`src/rtl/calc_seq_if.sv`:
```
// Handshake and operand/result bundle between the operand-entry logic and calc_seq.
interface calc_seq_if #(
    parameter int unsigned WIDTH = 8
);
    logic                   start;
    logic [1:0]             op;
    logic                   chain;
    logic [WIDTH-1:0]       a;
    logic [WIDTH-1:0]       b;
    logic                   busy;
    logic                   done;
    logic                   err;
    logic [2*WIDTH-1:0]     result;

    modport master (
        output start, op, chain, a, b,
        input  busy, done, err, result
    );

    modport slave (
        input  start, op, chain, a, b,
        output busy, done, err, result
    );
endinterface

```
`src/rtl/calc_seq.sv`:
```
// Sequential add / subtract / shift-add multiply unit with a start/busy/done handshake
// and a chain mode that reuses the low half of the previous result as operand A.
module calc_seq #(
    parameter int unsigned WIDTH = 8
) (
    input  logic        clk,
    input  logic        rst_n,
    calc_seq_if.slave   bus
);
    localparam int unsigned RW = 2 * WIDTH;
    localparam int unsigned PW = RW + 1;
    localparam int unsigned CW = $clog2(WIDTH) + 1;

    localparam logic [1:0] OP_ADD = 2'b00;
    localparam logic [1:0] OP_SUB = 2'b01;
    localparam logic [1:0] OP_MUL = 2'b10;

    typedef enum logic [1:0] {
        S_IDLE = 2'd0,
        S_ALU  = 2'd1,
        S_MUL  = 2'd2
    } state_t;

    state_t             r_state;
    logic [1:0]         r_op;
    logic [WIDTH-1:0]   r_a;
    logic [WIDTH-1:0]   r_b;
    logic [PW-1:0]      r_p;
    logic [CW-1:0]      r_cnt;
    logic [RW-1:0]      r_result;
    logic               r_busy;
    logic               r_done;
    logic               r_err;

    logic [WIDTH-1:0]   w_opa;
    logic [WIDTH:0]     w_upper;
    logic [PW-1:0]      w_p_next;
    logic [RW-1:0]      w_alu;

    assign w_opa = bus.chain ? r_result[WIDTH-1:0] : bus.a;

    // One multiply step: conditionally add A into the upper part, then shift right.
    assign w_upper  = r_p[PW-1:WIDTH] + (r_p[0] ? (WIDTH+1)'(r_a) : (WIDTH+1)'(0));
    assign w_p_next = {1'b0, w_upper, r_p[WIDTH-1:1]};

    assign w_alu = (r_op == OP_SUB) ? (RW'(r_a) - RW'(r_b))
                                    : (RW'(r_a) + RW'(r_b));

    always_ff @(posedge clk) begin
        if (!rst_n) begin
            r_state  <= S_IDLE;
            r_op     <= OP_ADD;
            r_a      <= '0;
            r_b      <= '0;
            r_p      <= '0;
            r_cnt    <= '0;
            r_result <= '0;
            r_busy   <= 1'b0;
            r_done   <= 1'b0;
            r_err    <= 1'b0;
        end else begin
            r_done <= 1'b0;
            r_err  <= 1'b0;
            unique case (r_state)
                S_IDLE: begin
                    if (bus.start) begin
                        r_op <= bus.op;
                        r_a  <= w_opa;
                        r_b  <= bus.b;
                        if (bus.op == OP_MUL) begin
                            r_p     <= {(WIDTH+1)'(0), bus.b};
                            r_cnt   <= '0;
                            r_busy  <= 1'b1;
                            r_state <= S_MUL;
                        end else if (bus.op == OP_ADD || bus.op == OP_SUB) begin
                            r_busy  <= 1'b1;
                            r_state <= S_ALU;
                        end else begin
                            r_done <= 1'b1;
                            r_err  <= 1'b1;
                        end
                    end
                end
                S_ALU: begin
                    r_result <= w_alu;
                    r_done   <= 1'b1;
                    r_busy   <= 1'b0;
                    r_state  <= S_IDLE;
                end
                S_MUL: begin
                    r_p   <= w_p_next;
                    r_cnt <= r_cnt + CW'(1);
                    if (r_cnt == CW'(WIDTH - 1)) begin
                        r_result <= w_p_next[RW-1:0];
                        r_done   <= 1'b1;
                        r_busy   <= 1'b0;
                        r_state  <= S_IDLE;
                    end
                end
                default: begin
                    r_busy  <= 1'b0;
                    r_state <= S_IDLE;
                end
            endcase
        end
    end

    assign bus.busy   = r_busy;
    assign bus.done   = r_done;
    assign bus.err    = r_err;
    assign bus.result = r_result;
endmodule

```
`src/flat_wrapper.sv`:
```
// flat-port wrapper written by rule: the top's interface ports become plain ports
module calc_seq_flat 
#(
    parameter int unsigned WIDTH = 8
)
  (clk, rst_n, bus_start, bus_op, bus_chain, bus_a, bus_b, bus_busy, bus_done, bus_err, bus_result);
  calc_seq_if #(.WIDTH(WIDTH)) bus_i ();
  input  logic clk;
  input  logic rst_n;
  input wire logic [$bits(bus_i.start)-1:0] bus_start;
  input wire logic [$bits(bus_i.op)-1:0] bus_op;
  input wire logic [$bits(bus_i.chain)-1:0] bus_chain;
  input wire logic [$bits(bus_i.a)-1:0] bus_a;
  input wire logic [$bits(bus_i.b)-1:0] bus_b;
  output wire logic [$bits(bus_i.busy)-1:0] bus_busy;
  output wire logic [$bits(bus_i.done)-1:0] bus_done;
  output wire logic [$bits(bus_i.err)-1:0] bus_err;
  output wire logic [$bits(bus_i.result)-1:0] bus_result;
  assign bus_i.start = bus_start;
  assign bus_i.op = bus_op;
  assign bus_i.chain = bus_chain;
  assign bus_i.a = bus_a;
  assign bus_i.b = bus_b;
  assign bus_busy = bus_i.busy;
  assign bus_done = bus_i.done;
  assign bus_err = bus_i.err;
  assign bus_result = bus_i.result;
  calc_seq #(.WIDTH(WIDTH)) u_core (.clk(clk), .rst_n(rst_n), .bus(bus_i));
endmodule
```
`config.mk`:
```
export PLATFORM = sky130hd
export DESIGN_NAME = calc_seq_flat
export DESIGN_NICKNAME = d
export VERILOG_FILES = /design/src/rtl/calc_seq_if.sv /design/src/rtl/calc_seq.sv /design/src/flat_wrapper.sv
export SDC_FILE = /design/constraint.sdc
export NUM_CORES = 1
export LEC_CHECK = 0
export BUFFER_PORTS_ARGS = -buffer_cell sky130_fd_sc_hd__buf_2
export CAP_MARGIN = 40
export CORE_MARGIN = 1
export CORE_UTILIZATION = 49
export DETAILED_ROUTE_END_ITERATION = 8
export HOLD_SLACK_MARGIN = 0.08
export MAX_ROUTING_LAYER = met4
export PLACE_DENSITY_LB_ADDON = 0.15
export SLEW_MARGIN = 30
export SYNTH_ARGS = -nofsm -noshare
export SYNTH_HDL_FRONTEND = slang
export SYNTH_SLANG_ARGS = --single-unit
```
`constraint.sdc`:
```
create_clock -name clk -period 4.3 [get_ports clk]
set_input_delay 1.075 -clock clk [delete_from_list [all_inputs] [get_ports clk]]
set_output_delay 1.075 -clock clk [all_outputs]
set_load 0.02 [all_outputs]
```
==> key figures <==
Run status
  – Status: complete, but fails checks
  – Failing checks: design-rule violations

Floorplanning
  – Die Ht: 84.8 µm
  – Site Rows: 29
  – Die area: 0.00719 mm²
  – Chip width: 84.8 µm
  – Core area: 0.00649 mm²
  – Initial Utilization: 51.7%
  – Ports: 41

Yosys
  – Yosys warns: 0
  – Register bit total from synthesis: 59
  – Syn_area_per_cell: 8.41 µm²
  – Number of synthesized flops with an enable pin: 0
  – Top FF cell, synth: dfxtp_1
  – Register area share after synthesis: 35.2%
  – Net Count, Synth: 449
  – Post-synth cell types: 55
  – Async set-or-reset flop fraction in the synthesized netlist: 0%
  – Post-synthesis cell area: 0.00336 mm²
  – Cells after Synth: 399

GRT
  – Initial antenna violation count: 0
  – First-pass GRT wire length: 14000 µm
  – Vias in the first global route: 2800
  – Overall Global Routing Usage: 26.3%
  – Gr ovfl total: 0
  – Largest net degree at the start of global routing: 41

Cells and area
  – Design Area, Final: 0.00379 mm²
  – Post-route insts no fill: 513
  – Fin nets: 481
  – Diodes inserted: 0
  – Synth-to-Final Area Change: 12.9%
  – Share of cells above drive strength 1: 16.3%
  – Fill cells: 595

Timing
  – Setup TNS: 0 ns
  – Clk_skew: 0.00878 ns
  – Unrepaired setup endpoints after global routing: no
  – Period minus WS final: 2.33 ns
  – Final worst-path cycle share: 54.1%
  – Max Transition Viols Final: 0
  – Setup ws final: 1.97 ns
  – Worst Max-Slew Pin Slew: 0.685 ns
  – Fmax: 430 MHz
  – Final Hold Fails: 0
  – Relative slew slack: 54.2%
  – Count of final setup violators: 0

Clock network
  – Max Root-Sink Buffers: 2
  – Clock latency on the worst-skew pair: 0.34 ns
  – Number of gates resized after CTS: 0
  – Clock tree from TritonCTS: done
  – Clock Sinks: 59
  – Setup Buffers After CTS: 0
  – CTS Root Cell: clkbuf_8
  – Cts hold-fix bufs: 0
  – Reg clk slew, reported paths: 0.07 ns
  – Cts bufs inserted: 9
  – CTS H-tree depth: 3

Placement
  – Port Buffer Count: 40
  – Dpl ws: 1.92 ns
  – Gpl congestion: 0.896
  – Placed insts: 497
  – Placed Area: 0.00356 mm²
  – Hpwl dp: 6260 µm

Drt
  – Vias/cell: 5.81
  – 1st-iter DRT viols: 172
  – Drt pass-1 iters: 7
  – ANT nets after route: 0
  – Routed WL per cell: 16.6 µm
  – Residual DRC count: 4
  – Total Routed Length: 8540 µm
  – DR vias: 2978

Worst hold path
  – Hold wc startpoint: u_core.r_p[15]
  – Hold Crit Depth: 2
  – Hold Path Class: register to register

Setup path
  – CP arrival: 2.56 ns
  – Worst Setup Path Type: register to register
  – FF-to-FF Start: u_core.r_p[0]
  – R2R depth: 9
  – WP data required: 4.53 ns
  – CP endpoint kind: register
  – Max FO, Critical Path: 9
  – Kind of start point of the critical path: register
  – Crit path launch: u_core.r_p[0]

Power and ir drop
  – Leakage power total: 1.64 nW
  – PwrDens: 371 mW/mm²
  – Total power: 1.41 mW
  – Peak VDD IR: 0.000249 V

Job
  – Number of max-cap violations: 0
[cell type report]
cell class | instances | area, µm² | share of cell area [%]
clock buffer | 12 | 155 | 4.09
clock inverter | 4 | 72.6 | 1.91
tap | 77 | 96.3 | 2.54
multi-input combinational | 300 | 1990 | 52.5
timing repair buffer | 44 | 230 | 6.07
sequential | 59 | 1180 | 31.2
inverter | 17 | 63.8 | 1.68
[synth_stat cells, drive strengths merged, types with 2 or more instances]
cell	count	area, µm²
dfxtp	59	1180
nor2	47	179
nand2	44	168
a21oi	36	180
ha	25	313
inv	17	63.8
o21ai	16	80.1
and2	13	83.8
buf	12	78.8
a211oi	11	82.6
clkbuf	11	42.5
mux2i	9	90.1
o211ai	9	67.6
a222oi	8	80.1
a31oi	7	50.1
xor2	7	61.3
nor2b	6	37.5
nor3	5	25.0
xnor2	5	43.8
nand2b	4	32.5
nand3	4	20.0
o21a	4	30.0
o21bai	4	30.0
and3	3	18.8
fa	3	60.1
o2111ai	3	26.3
o221a	3	33.8
a211o	2	17.5
a21o	2	15.0
a2bb2oi	2	17.5
nand3b	2	15.0
nand4	2	12.5
o41ai	2	17.5
or3	2	12.5
[where the power goes]
group / internal [mW] / switching, mW / leakage, nW
sequential: 0.572 / 0.0259 / 0.481
clock: 0.357 / 0.221 / 0.113
combinational: 0.0891 / 0.141 / 1.05
total: 1.02 / 0.388 / 1.64
[metal layers]
layer | GRT usage [%] | routed length [µm] | vias up
met5 | - | 0 | -
met4 | 8.94 | 111 | 0
met3 | 5.01 | 486 | 8
met2 | 39.9 | 3790 | 94
met1 | 35.3 | 4150 | 1391
li1 | - | - | 1485
[final timing paths]
| check | to | slack [ns] |
|---|---|---|
| min | u_core.r_p[15] | 0.47 |
| min reg2reg | u_core.r_p[15] | 0.47 |
| max reg2reg | u_core.bus.result[13] | 1.97 |
| max | u_core.bus.result[13] | 1.97 |
[flip-flops by register name (all words and copies together) (netlist names)]
register	flops
u_core.r_b	8
u_core.r_a	8
u_core.bus.busy	1
u_core.bus.done	1
u_core.bus.err	1
u_core.r_state	2
u_core.r_cnt	4
u_core.r_p	16
u_core.r_op	2
u_core.bus.result	16
[stage by stage]
| stage | util [%] | hold WS, ns |
|---|---|---|
| finish | 58.4 | 0.467 |
| global route | 58.4 | 0.489 |
| CTS | 58.4 | 0.466 |
| detailed placement | 54.8 | 0.457 |
| global placement | 54.8 | 0.446 |
| floorplan | - | 0.440 |
[worst max-delay path: stages, from the launching register on]
cell	delay (ns)
dfxtp_1	0.36
and2_1	0.18
ha_1	0.20
fa_1	0.42
a211oi_1	0.28
o21bai_1	0.11
a21oi_1	0.22
xnor2_1	0.15
nor2_1	0.08
o221a_2	0.23
[cells by family after synthesis]
logic type      after synthesis  share of synthesized area, %
xor+xnor                     12                          3.13
simple gates                135                          18.6
compound gates              116                          23.8
buf+inv                      40                          5.52
fa+ha+maj                    28                          11.1
mux                           9                          2.68
flops                        59                          35.2
[cell usage in the layout (no fill, tap or decap), drive strengths merged, types with 2 or more instances in the layout]
cell / netlist / final
o21a: 4 / 4
o211ai: 9 / 9
o221a: 3 / 3
a211o: 2 / 2
nor2b: 6 / 6
o2111ai: 3 / 3
a222oi: 8 / 8
inv: 17 / 17
nand3: 4 / 4
fa: 3 / 3
and2: 13 / 13
o21bai: 4 / 4
clkbuf: 11 / 12
buf: 12 / 44
mux2i: 9 / 9
nand3b: 2 / 2
o41ai: 2 / 2
a21oi: 36 / 36
ha: 25 / 25
nor3: 5 / 5
bufinv: 0 / 2
xnor2: 5 / 5
and3: 3 / 3
o21ai: 16 / 16
nand4: 2 / 2
nand2: 44 / 44
nor2: 47 / 47
a21o: 2 / 2
a31oi: 7 / 7
dfxtp: 59 / 59
or3: 2 / 2
a2bb2oi: 2 / 2
a211oi: 11 / 11
xor2: 7 / 7
nand2b: 4 / 4
Power figures use the tool's default switching activity.
